<file path="src/rtl/txbq_pkg.sv">
// NI transaction types (ni_defs) and transaction-buffer entry state (txbq_defs).
package ni_defs;
    typedef enum logic {TX_RD = 1'b0, TX_WR = 1'b1} tx_op_t;

    typedef struct packed {
        tx_op_t      op;
        logic [15:0] addr;
        logic [31:0] data;
    } tx_t;
endpackage

package txbq_defs;
    typedef enum logic [2:0] {
        FREE  = 3'd0,
        ISSUE = 3'd1,
        WAIT  = 3'd2,
        RESP  = 3'd3,
        DONE  = 3'd4
    } txbq_state_t;

    localparam int TXBQ_MAX_DEPTH = 16;
endpackage

</file>
<file path="src/rtl/link.sv">
// Valid/ready transaction link carrying one ni_defs::tx_t per handshake.
interface link;
    logic         src_rdy;
    logic         tgt_rdy;
    ni_defs::tx_t tx;

    modport ingress(input src_rdy, input tx, output tgt_rdy);
    modport egress(output src_rdy, output tx, input tgt_rdy);
endinterface

</file>
<file path="src/rtl/txbq_entry.sv">
// One transaction-buffer slot: stored request plus its lifecycle state.
// Write handling follows TXBQ_WR_POSTED_EN (posted) or waits for an ack.
module txbq_entry
    import ni_defs::*;
    import txbq_defs::*;
(
    input  logic        clk,
    input  logic        rst,
    input  logic        alloc,
    input  tx_t         alloc_tx,
    input  logic        issue,
    input  logic        rsp,
    input  logic [31:0] rsp_data,
    input  logic        retire,
    output txbq_state_t state,
    output tx_t         tx
);

`ifdef TXBQ_WR_POSTED_EN
    localparam txbq_state_t WR_ISSUED = DONE;
`else
    localparam txbq_state_t WR_ISSUED = WAIT;
`endif

    always_ff @(posedge clk) begin
        if (rst) begin
            state <= FREE;
        end else begin
            unique case (state)
                FREE:    if (alloc) state <= ISSUE;
                ISSUE:   if (issue) state <= (tx.op == TX_RD) ? WAIT : WR_ISSUED;
                WAIT:    if (rsp) state <= (tx.op == TX_RD) ? RESP : DONE;
                RESP,
                DONE:    if (retire) state <= FREE;
                default: state <= FREE;
            endcase
        end
    end

    // Payload needs no reset; it is only observed while state is not FREE.
    always_ff @(posedge clk) begin
        if (alloc && state == FREE) begin
            tx <= alloc_tx;
        end else if (rsp && state == WAIT && tx.op == TX_RD) begin
            tx.data <= rsp_data;
        end
    end

endmodule

</file>
<file path="src/rtl/txbq.sv">
// In-order transaction buffer between core and memory, DEPTH entries.
// Define TXBQ_WR_POSTED_EN to complete writes at issue without a memory ack.
module txbq
    import ni_defs::*;
    import txbq_defs::*;
#(
    parameter int DEPTH    = 4,
    parameter int TXB_ADDR = -1
) (
    input  logic                       clk,
    input  logic                       rst,
    link.ingress                       core_req,
    link.egress                        mem_req,
    link.ingress                       mem_rsp,
    link.egress                        core_rsp,
    output logic [$clog2(DEPTH+1)-1:0] count,
    output logic                       full,
    output logic                       empty
);

    localparam int PW = (DEPTH > 1) ? $clog2(DEPTH) : 1;
    localparam int CW = $clog2(DEPTH + 1);

    typedef logic [PW-1:0] ptr_t;

    txbq_state_t      st  [DEPTH];
    tx_t              etx [DEPTH];
    ptr_t             alloc_ptr;
    ptr_t             issue_ptr;
    ptr_t             retire_ptr;
    ptr_t             rsp_ptr;
    logic             rsp_hit;
    logic             do_alloc;
    logic             do_issue;
    logic             do_rsp;
    logic             do_retire;
    logic [DEPTH-1:0] e_alloc;
    logic [DEPTH-1:0] e_issue;
    logic [DEPTH-1:0] e_rsp;
    logic [DEPTH-1:0] e_retire;

    // The buffer's own address is decoded by the NI, not here.
    logic unused_bits;
    assign unused_bits = ^{mem_rsp.tx.op, mem_rsp.tx.addr, TXB_ADDR};

    function automatic ptr_t nxt(input ptr_t p);
        return (p == PW'(DEPTH - 1)) ? '0 : p + 1'b1;
    endfunction

    assign full  = (count == CW'(DEPTH));
    assign empty = (count == '0);

    assign core_req.tgt_rdy = !full;
    assign do_alloc         = core_req.src_rdy && !full;

    assign mem_req.src_rdy = (st[issue_ptr] == ISSUE);
    assign mem_req.tx      = etx[issue_ptr];
    assign do_issue        = mem_req.src_rdy && mem_req.tgt_rdy;

    assign core_rsp.src_rdy = (st[retire_ptr] == RESP);
    assign core_rsp.tx      = etx[retire_ptr];
    assign do_retire        = (st[retire_ptr] == DONE)
                            || (core_rsp.src_rdy && core_rsp.tgt_rdy);

    assign mem_rsp.tgt_rdy = 1'b1;
    assign do_rsp          = mem_rsp.src_rdy && rsp_hit;

    // Memory answers in order, so the oldest waiting entry owns the response.
    always_comb begin
        ptr_t k;
        k       = retire_ptr;
        rsp_hit = 1'b0;
        rsp_ptr = retire_ptr;
        for (int i = 0; i < DEPTH; i++) begin
            if (!rsp_hit && st[k] == WAIT) begin
                rsp_hit = 1'b1;
                rsp_ptr = k;
            end
            k = nxt(k);
        end
    end

    always_comb begin
        e_alloc             = '0;
        e_issue             = '0;
        e_rsp               = '0;
        e_retire            = '0;
        e_alloc[alloc_ptr]  = do_alloc;
        e_issue[issue_ptr]  = do_issue;
        e_rsp[rsp_ptr]      = do_rsp;
        e_retire[retire_ptr] = do_retire;
    end

    for (genvar g = 0; g < DEPTH; g++) begin : g_entry
        txbq_entry u_entry (
            .clk      (clk),
            .rst      (rst),
            .alloc    (e_alloc[g]),
            .alloc_tx (core_req.tx),
            .issue    (e_issue[g]),
            .rsp      (e_rsp[g]),
            .rsp_data (mem_rsp.tx.data),
            .retire   (e_retire[g]),
            .state    (st[g]),
            .tx       (etx[g])
        );
    end

    always_ff @(posedge clk) begin
        if (rst) begin
            alloc_ptr  <= '0;
            issue_ptr  <= '0;
            retire_ptr <= '0;
            count      <= '0;
        end else begin
            if (do_alloc)  alloc_ptr  <= nxt(alloc_ptr);
            if (do_issue)  issue_ptr  <= nxt(issue_ptr);
            if (do_retire) retire_ptr <= nxt(retire_ptr);
            count <= count + CW'(do_alloc) - CW'(do_retire);
        end
    end

    a_rsp_has_owner: assert property (
        @(posedge clk) disable iff (rst) mem_rsp.src_rdy |-> rsp_hit
    ) else $warning("txbq: mem_rsp dropped, no entry waiting");

`ifdef FORMAL
    for (genvar g = 0; g < DEPTH; g++) begin : g_live
        a_entry_frees: assert property (
            @(posedge clk) disable iff (rst)
            st[g] != FREE |-> s_eventually (st[g] == FREE)
        );
    end
`endif

endmodule
</file>
<file path="src/flat_wrapper.sv">
// flat-port wrapper written by rule: the top's interface ports become plain ports
module txbq_flat import ni_defs::*; import txbq_defs::*;
#(
    parameter int DEPTH    = 4,
    parameter int TXB_ADDR = -1
)
  (clk, rst, count, full, empty, core_req_src_rdy, core_req_tx, core_req_tgt_rdy, mem_req_src_rdy, mem_req_tx, mem_req_tgt_rdy, mem_rsp_src_rdy, mem_rsp_tx, mem_rsp_tgt_rdy, core_rsp_src_rdy, core_rsp_tx, core_rsp_tgt_rdy);
  link core_req_i ();
  link mem_req_i ();
  link mem_rsp_i ();
  link core_rsp_i ();
  input  logic clk;
  input  logic rst;
  output logic [$clog2(DEPTH+1)-1:0] count;
  output logic full;
  output logic empty;
  input wire logic [$bits(core_req_i.src_rdy)-1:0] core_req_src_rdy;
  input wire logic [$bits(core_req_i.tx)-1:0] core_req_tx;
  output wire logic [$bits(core_req_i.tgt_rdy)-1:0] core_req_tgt_rdy;
  output wire logic [$bits(mem_req_i.src_rdy)-1:0] mem_req_src_rdy;
  output wire logic [$bits(mem_req_i.tx)-1:0] mem_req_tx;
  input wire logic [$bits(mem_req_i.tgt_rdy)-1:0] mem_req_tgt_rdy;
  input wire logic [$bits(mem_rsp_i.src_rdy)-1:0] mem_rsp_src_rdy;
  input wire logic [$bits(mem_rsp_i.tx)-1:0] mem_rsp_tx;
  output wire logic [$bits(mem_rsp_i.tgt_rdy)-1:0] mem_rsp_tgt_rdy;
  output wire logic [$bits(core_rsp_i.src_rdy)-1:0] core_rsp_src_rdy;
  output wire logic [$bits(core_rsp_i.tx)-1:0] core_rsp_tx;
  input wire logic [$bits(core_rsp_i.tgt_rdy)-1:0] core_rsp_tgt_rdy;
  assign core_req_i.src_rdy = core_req_src_rdy;
  assign core_req_i.tx = core_req_tx;
  assign core_req_tgt_rdy = core_req_i.tgt_rdy;
  assign mem_req_src_rdy = mem_req_i.src_rdy;
  assign mem_req_tx = mem_req_i.tx;
  assign mem_req_i.tgt_rdy = mem_req_tgt_rdy;
  assign mem_rsp_i.src_rdy = mem_rsp_src_rdy;
  assign mem_rsp_i.tx = mem_rsp_tx;
  assign mem_rsp_tgt_rdy = mem_rsp_i.tgt_rdy;
  assign core_rsp_src_rdy = core_rsp_i.src_rdy;
  assign core_rsp_tx = core_rsp_i.tx;
  assign core_rsp_i.tgt_rdy = core_rsp_tgt_rdy;
  txbq #(.DEPTH(DEPTH), .TXB_ADDR(TXB_ADDR)) u_core (.clk(clk), .rst(rst), .core_req(core_req_i), .mem_req(mem_req_i), .mem_rsp(mem_rsp_i), .core_rsp(core_rsp_i), .count(count), .full(full), .empty(empty));
endmodule
</file>
<file path="config.mk">
export PLATFORM = sky130hd
export DESIGN_NAME = txbq_flat
export DESIGN_NICKNAME = d
export VERILOG_FILES = /design/src/rtl/txbq_pkg.sv /design/src/rtl/link.sv /design/src/rtl/txbq_entry.sv /design/src/rtl/txbq.sv /design/src/flat_wrapper.sv
export SDC_FILE = /design/constraint.sdc
export NUM_CORES = 1
export LEC_CHECK = 0
export CORE_ASPECT_RATIO = 0.75
export CORE_UTILIZATION = 56
export CTS_BUF_LIST = sky130_fd_sc_hd__clkbuf_8
export CTS_CLUSTER_DIAMETER = 120
export DETAILED_ROUTE_END_ITERATION = 12
export DONT_BUFFER_PORTS = 1
export GPL_ROUTABILITY_DRIVEN = 1
export PLACE_DENSITY = 0.71
export SYNTH_ARGS = -nofsm -noshare
export SYNTH_HDL_FRONTEND = slang
export SYNTH_HIERARCHICAL = 1
export SYNTH_SLANG_ARGS = --single-unit
</file>
<file path="constraint.sdc">
create_clock -name clk -period 7.1 [get_ports clk]
set_clock_uncertainty 0.15 [all_clocks]
set_input_delay 0.355 -clock clk [delete_from_list [all_inputs] [get_ports clk]]
set_output_delay 0.355 -clock clk [all_outputs]
set_load 0.01 [all_outputs]
</file>
After elaboration in Yosys (flattened, before gate mapping) --
Index checks and enable logic that the tools add are counted.
Word-level totals: flip-flop bits (word level) 217, input bits 104, output and inout port bits 107, word-level logic and storage cells 216
Operators by class: $add $sub $neg 7, order comparisons 13, equality and inequality tests 45, multiplexer cells 73, bitwise logic cells 13, reduce and logical (&&, ||, !) cells 45
Operators by type and width (count):
- 32-bit 2-to-1 mux | 8
- 49-bit binary-select mux with 2-bit select | 2
- 49-bit 2-to-1 mux | 4
- 3-bit 2-to-1 mux | 30
- 3-bit one-hot mux with 4 select lines | 4
- 3-bit by 2-bit == test with 1-bit output (second input constant) | 13
- 2-bit by 1-bit != test with 1-bit output (second input constant) | 16
- 3-bit binary-select mux with 2-bit select | 5
- 1-bit logical AND | 23
- 3-bit == test (second input constant) | 6
- 4-bit AND | 4
- 2-bit 2-to-1 mux | 8
- 4-bit AND reduction | 4
- 3-bit by 1-bit == test with 1-bit output (second input constant) | 5
- 3-bit >= comparator (second input constant) | 5
- 3-bit zero test | 5
- 2-bit inverter with 3-bit output | 5
- 2-bit by 3-bit < comparator with 1-bit output (second input constant) | 4
- 2-bit by 1-bit adder with 2-bit output (second input constant) | 5
- 2-bit == test (second input constant) | 5
- 1-bit demux with 2-bit select | 4
- 2-bit by 1-bit >= comparator with 1-bit output (second input constant) | 4
- 1-bit 2-to-1 mux | 8
- 2-bit nonzero test | 4
- other kinds (6) | 15

Longest topological paths before layout --
depth after elaboration 24, gate-level depth with buffers 14, depth with buffers taken out 12

By module --
The synthesis kept the hierarchy.
By module, submodules not included:
- txbq_entry | times used 4, cells each 106, area an instance 2177.1 um^2, sequential area each 1531.5 um^2
- txbq | times used 1, cells each 267, area an instance 3505.9 um^2, sequential area each 180.2 um^2

Worst setup path before layout --
No wires, ideal clock.
path type flip-flop to flip-flop, from register u_core.retire_ptr[0], to register u_core/g_entry[0].u_entry/tx[0] (netlist bit) (enable), setup time 0.461 ns, data arrival time 4.949 ns, required time 6.489 ns, path slack 1.540 ns, stages on the path, launching flop included 15, clock period less this slack 5.560 ns, path through dfxtp_1 -> buf_6 -> buf_2 -> buf_2 -> inv_1 -> ha_1 -> or3b_2 -> a21oi_1 -> nor4_1 -> mux2i_1 -> nand2_1 -> nor3_1 -> nor2b_1 -> mux2i_1 -> nor3_1
On the way: word-level cells in the longest chain between the ends 23, elaborated cells on any way between the ends 52, those cells by class add/sub: 3; order compare: 2; eq/ne: 7; mux: 24; bitwise: 5; reduce/logical: 11
Ends and longest elaborated chain:
- from (decl) | line txbq.sv:30 | ptr_t retire_ptr;
- from (signal assigned) | line txbq.sv:118 | if (do_retire) retire_ptr <= nxt(retire_ptr);
- parallel branches: the longest is 19 deep, another holds 2-bit by 1-bit adder with 2-bit output
- 4-bit AND (no line) *
- named net u_core.e_rsp[0] | line txbq.sv:39 | logic [DEPTH-1:0] e_rsp;
- 1-bit logical AND * (2 in a row) | line txbq_entry.sv:44 | end else if (rsp && state == WAIT && tx.op == TX_RD) begin
- 2-bit nonzero test (no line) *
- to (signal assigned) | line txbq_entry.sv:43 | tx <= alloc_tx;
- to (decl) | line txbq_entry.sv:16 | output tx_t tx
Mark *: on every way through the listed nets, which the timed path passes. The select of a mux whose other input is x is not followed. A chain may end at the register's enable or synchronous reset.

Worst setup path after layout --
from register u_core.retire_ptr[1], to register u_core/g_entry[0].u_entry/tx[13] (netlist bit) (enable)
Same word-level chain as after synthesis.

==> results.ini <==
[placement]
portBuffers = 0
place_hpwl_um = 17010
gp_congestion = 0.8767
placed_cell_area_um2 = 12410
dp_cells = 950

[critical_path]
ff2ff_path_depth = 12
crit_path_max_incr_delay_ps = 1000
r2r_setup_slack_ps = 2070
start_kind = flip-flop
reg2reg_from = u_core/retire_ptr[1]
cp.required_ps = 7110
crit_fanout = 59
crit_slowest_cell = dfxtp_4
cp.arrival_ps = 5040
r2r-end = u_core/g_entry[0].u_entry/tx[13]
path_common_cell = mux2i_1
critPathCaptureType = flip-flop
worst-setup-path-type = reg2reg
cp_cell_sequence = inv_1 -> ha_1 -> or3b_2 -> a21oi_1 -> nor4_1 -> mux2i_1 -> nand2_1 -> nor3_1 -> nor2b_1 -> mux2i_1 -> nor3_2 -> buf_4

[synthesis]
ys_top_cells_by_count = edfxtp_1 (196), mux2_4 (116), mux4_2 (102)
ys_async_sr_fraction = 0
syn_area_per_cell_um2 = 17.68
syn_area_um2 = 12210
synth-edff-count = 196
syn_inst = 691
synth-simple-area-share = 0.06607
synth.distinct_cells = 48
ys_ff_latch = 217
synth_nets = 810
synth_top_area_frac = 0.4819
synth_top_area_cell = edfxtp_1
netlist_top_cells_area = edfxtp_1 (48%), mux4_2 (19%), mux2_4 (14%)
synthXorXnorAreaFrac = 0.001434
synth_top_family_by_area = multiplexers
yosysMostFrequentCell = edfxtp_1
synthMuxAreaShare = 0.3509
yosysWarnings = 6
seq_area_frac_synth = 0.5163
synth_ff_type = edfxtp_1
synth_compound_area_frac = 0.01834
synth_fa_ha_area_frac = 0.01598

[min_path]
hold_path_depth = 3
holdCritStartpoint = mem_req_tgt_rdy
hold_class = in2reg
hold-path-endpoint = u_core/issue_ptr[1]

[layout]
diodes = 0
multiInputGateArea_um2 = 5553
layout.nets = 934
final_area_um2 = 14220
area_growth_pct = 16.39
post-route-util = 0.6694
fillers = 1387
ff_latch_area_um2 = 6319
drive_gt1_frac = 0.3757
stdcell_count = 1129

[pwr]
p_clk_frac = 0.275
ir_drop_uv = 204.1
leakage_nw = 4.839
power_switching_mw = 1.133
intPower_mw = 2.618
seq_power_share = 0.444
p_sw_frac = 0.3021
p_per_area_nw_per_um2 = 263.8
combPwrFrac = 0.281

[detailed_routing]
vias_per_cell = 6.360
drc = 0
dr.pass1.iters = 5
ant_nets = 0
wire_per_inst_um = 25.51
first_iter_violations = 528
routed_wl_um = 28800
vias = 7181

[global_routing]
grt-ovfl-total = 0
grt_max_degree = 60
grt_pass1_vias = 7462
antenna_found_initial = 0
grt_usage = 0.2560
grt_first_pass_wirelength_um = 43130

[sta]
max_slew_margin = 0.3048
rsz0062_at_grt = no
tns_ps = 0
fmax_ghz = 0.1987
final_hold_viol_count = 0
whs_ps = 67.37
slew_viol_final = 0
tightest_slew_ps = 1043
setup_viol = 0
finalCriticalPeriod_ps = 5034
timing.final.crit_share = 0.7090

[floorplan]
die_h_um = 129.9
ios = 211
die_x_um = 172.5
core-area_um2 = 21240
dieArea_um2 = 22410
start_util = 0.5751
row_count = 46

[clock_tree]
post_cts_resized = 0
clock_latency_ps = 530
cts_tree = done
clock_path_buffers = 3
root_buffer = clkbuf_8
cts.sinks = 217
htree_levels = 2
cts_buffers = 36
clk_pin_slew_ps = 60

[outcome]
status = complete, no violations

[run]
maxCapViolCount = 0

[cell families after synthesis]
kind of cell | count (synthesis)
multiplexers | 241
flip-flops | 217
AND/OR/NAND/NOR | 122
buffers and inverters | 59
AO/OA/AOI/OAI | 34
adder cells (fa/ha/maj) | 15
XOR/XNOR | 2
other | 1
[sequential cells by signal, summed over array words and instances (netlist names)]
name                          flops
u_core/g_entry.u_entry/state     12
u_core/count                      3
u_core/retire_ptr                 2
u_core/g_entry.u_entry/tx       196
u_core/issue_ptr                  2
u_core/alloc_ptr                  2
[placed cells by master (no fill, tap or decap), types with 2 or more instances in the layout]
master / instances
buf_4: 17
nor4b_4: 4
clkinv_1: 14
dfxtp_1: 17
dfxtp_4: 3
dlygate4sd3_1: 115
clkinv_2: 3
and3_1: 10
and2_4: 2
nand2_1: 14
nor3b_2: 3
edfxtp_1: 196
and2b_1: 4
or3_1: 4
nand3_1: 7
nor2b_1: 10
o21ai_0: 9
ha_1: 14
mux4_2: 102
inv_1: 19
mux2_2: 13
o32ai_1: 4
or3b_2: 4
nor2b_4: 2
nor3_1: 15
nor4b_1: 2
nor3_2: 4
clkbuf_8: 37
nor3b_1: 7
nor4_1: 3
nand3b_1: 4
a211oi_1: 4
a21o_1: 2
and2_1: 5
a41oi_1: 4
mux2_4: 116
nor2_1: 15
a21oi_1: 7
mux2i_1: 10
[through the flow]
step	power [mW]	setup WS [ps]
2_1_floorplan	2.455	1540
3_3_place_gp	2.630	2136
3_5_place_dp	2.661	2143
4_1_cts	3.773	2127
5_1_grt	3.907	1801
6_report	3.751	2066
[how the worst max path moves through the flow]
stage	start	endpoint	slack, ps
2_1_floorplan	u_core/retire_ptr[0]	u_core/g_entry[0].u_entry/tx[0]	1540
3_3_place_gp	u_core/retire_ptr[0]	u_core/g_entry[0].u_entry/tx[28]	2140
3_5_place_dp	u_core/retire_ptr[0]	u_core/g_entry[0].u_entry/tx[28]	2140
4_1_cts	u_core/retire_ptr[0]	u_core/g_entry[0].u_entry/tx[13]	2130
5_1_grt	u_core/retire_ptr[0]	u_core/g_entry[0].u_entry/tx[13]	1800
6_report	u_core/retire_ptr[1]	u_core/g_entry[0].u_entry/tx[13]	2070
[power groups by stage]
stage	registers (mW)	clock network (mW)	logic (mW)
2_1_floorplan	1.66	0	0.794
3_3_place_gp	1.67	0	0.957
3_5_place_dp	1.69	0	0.970
4_1_cts	1.66	1.05	1.06
5_1_grt	1.68	1.11	1.11
6_report	1.66	1.03	1.05
[per-layer routing]
layer	GRT usage	part of all wire	up-vias
met4	0.07878	0.017	0
met3	0.06585	0.078	44
met5	0	0	-
li1	-	-	3095
met1	0.3193	0.39	3757
met2	0.4443	0.51	285
[repair_timing]
action,in CTS,in global routing
setup buffers,0,0
hold buffers,115,0
endpoints found under the hold margin,217,0
[worst max-delay path: cells and delay by family (launching register included)]
kind | cells | cell delay [ps]
compound gates | 1 | 130
fa+ha+maj | 1 | 620
buf+inv | 2 | 680
flops | 1 | 1000
mux | 2 | 290
simple gates | 6 | 1750
[final cells by class]
class | count | area share
Sequential cell | 217 | 0.4445
Timing Repair Buffer | 132 | 0.08995
Inverter | 13 | 0.003433
Clock buffer | 37 | 0.03582
Clock inverter | 27 | 0.01039
Multi-Input combinational cell | 415 | 0.3906
Tap cell | 288 | 0.02535
No activity file was read; power rests on OpenSTA's default activity.
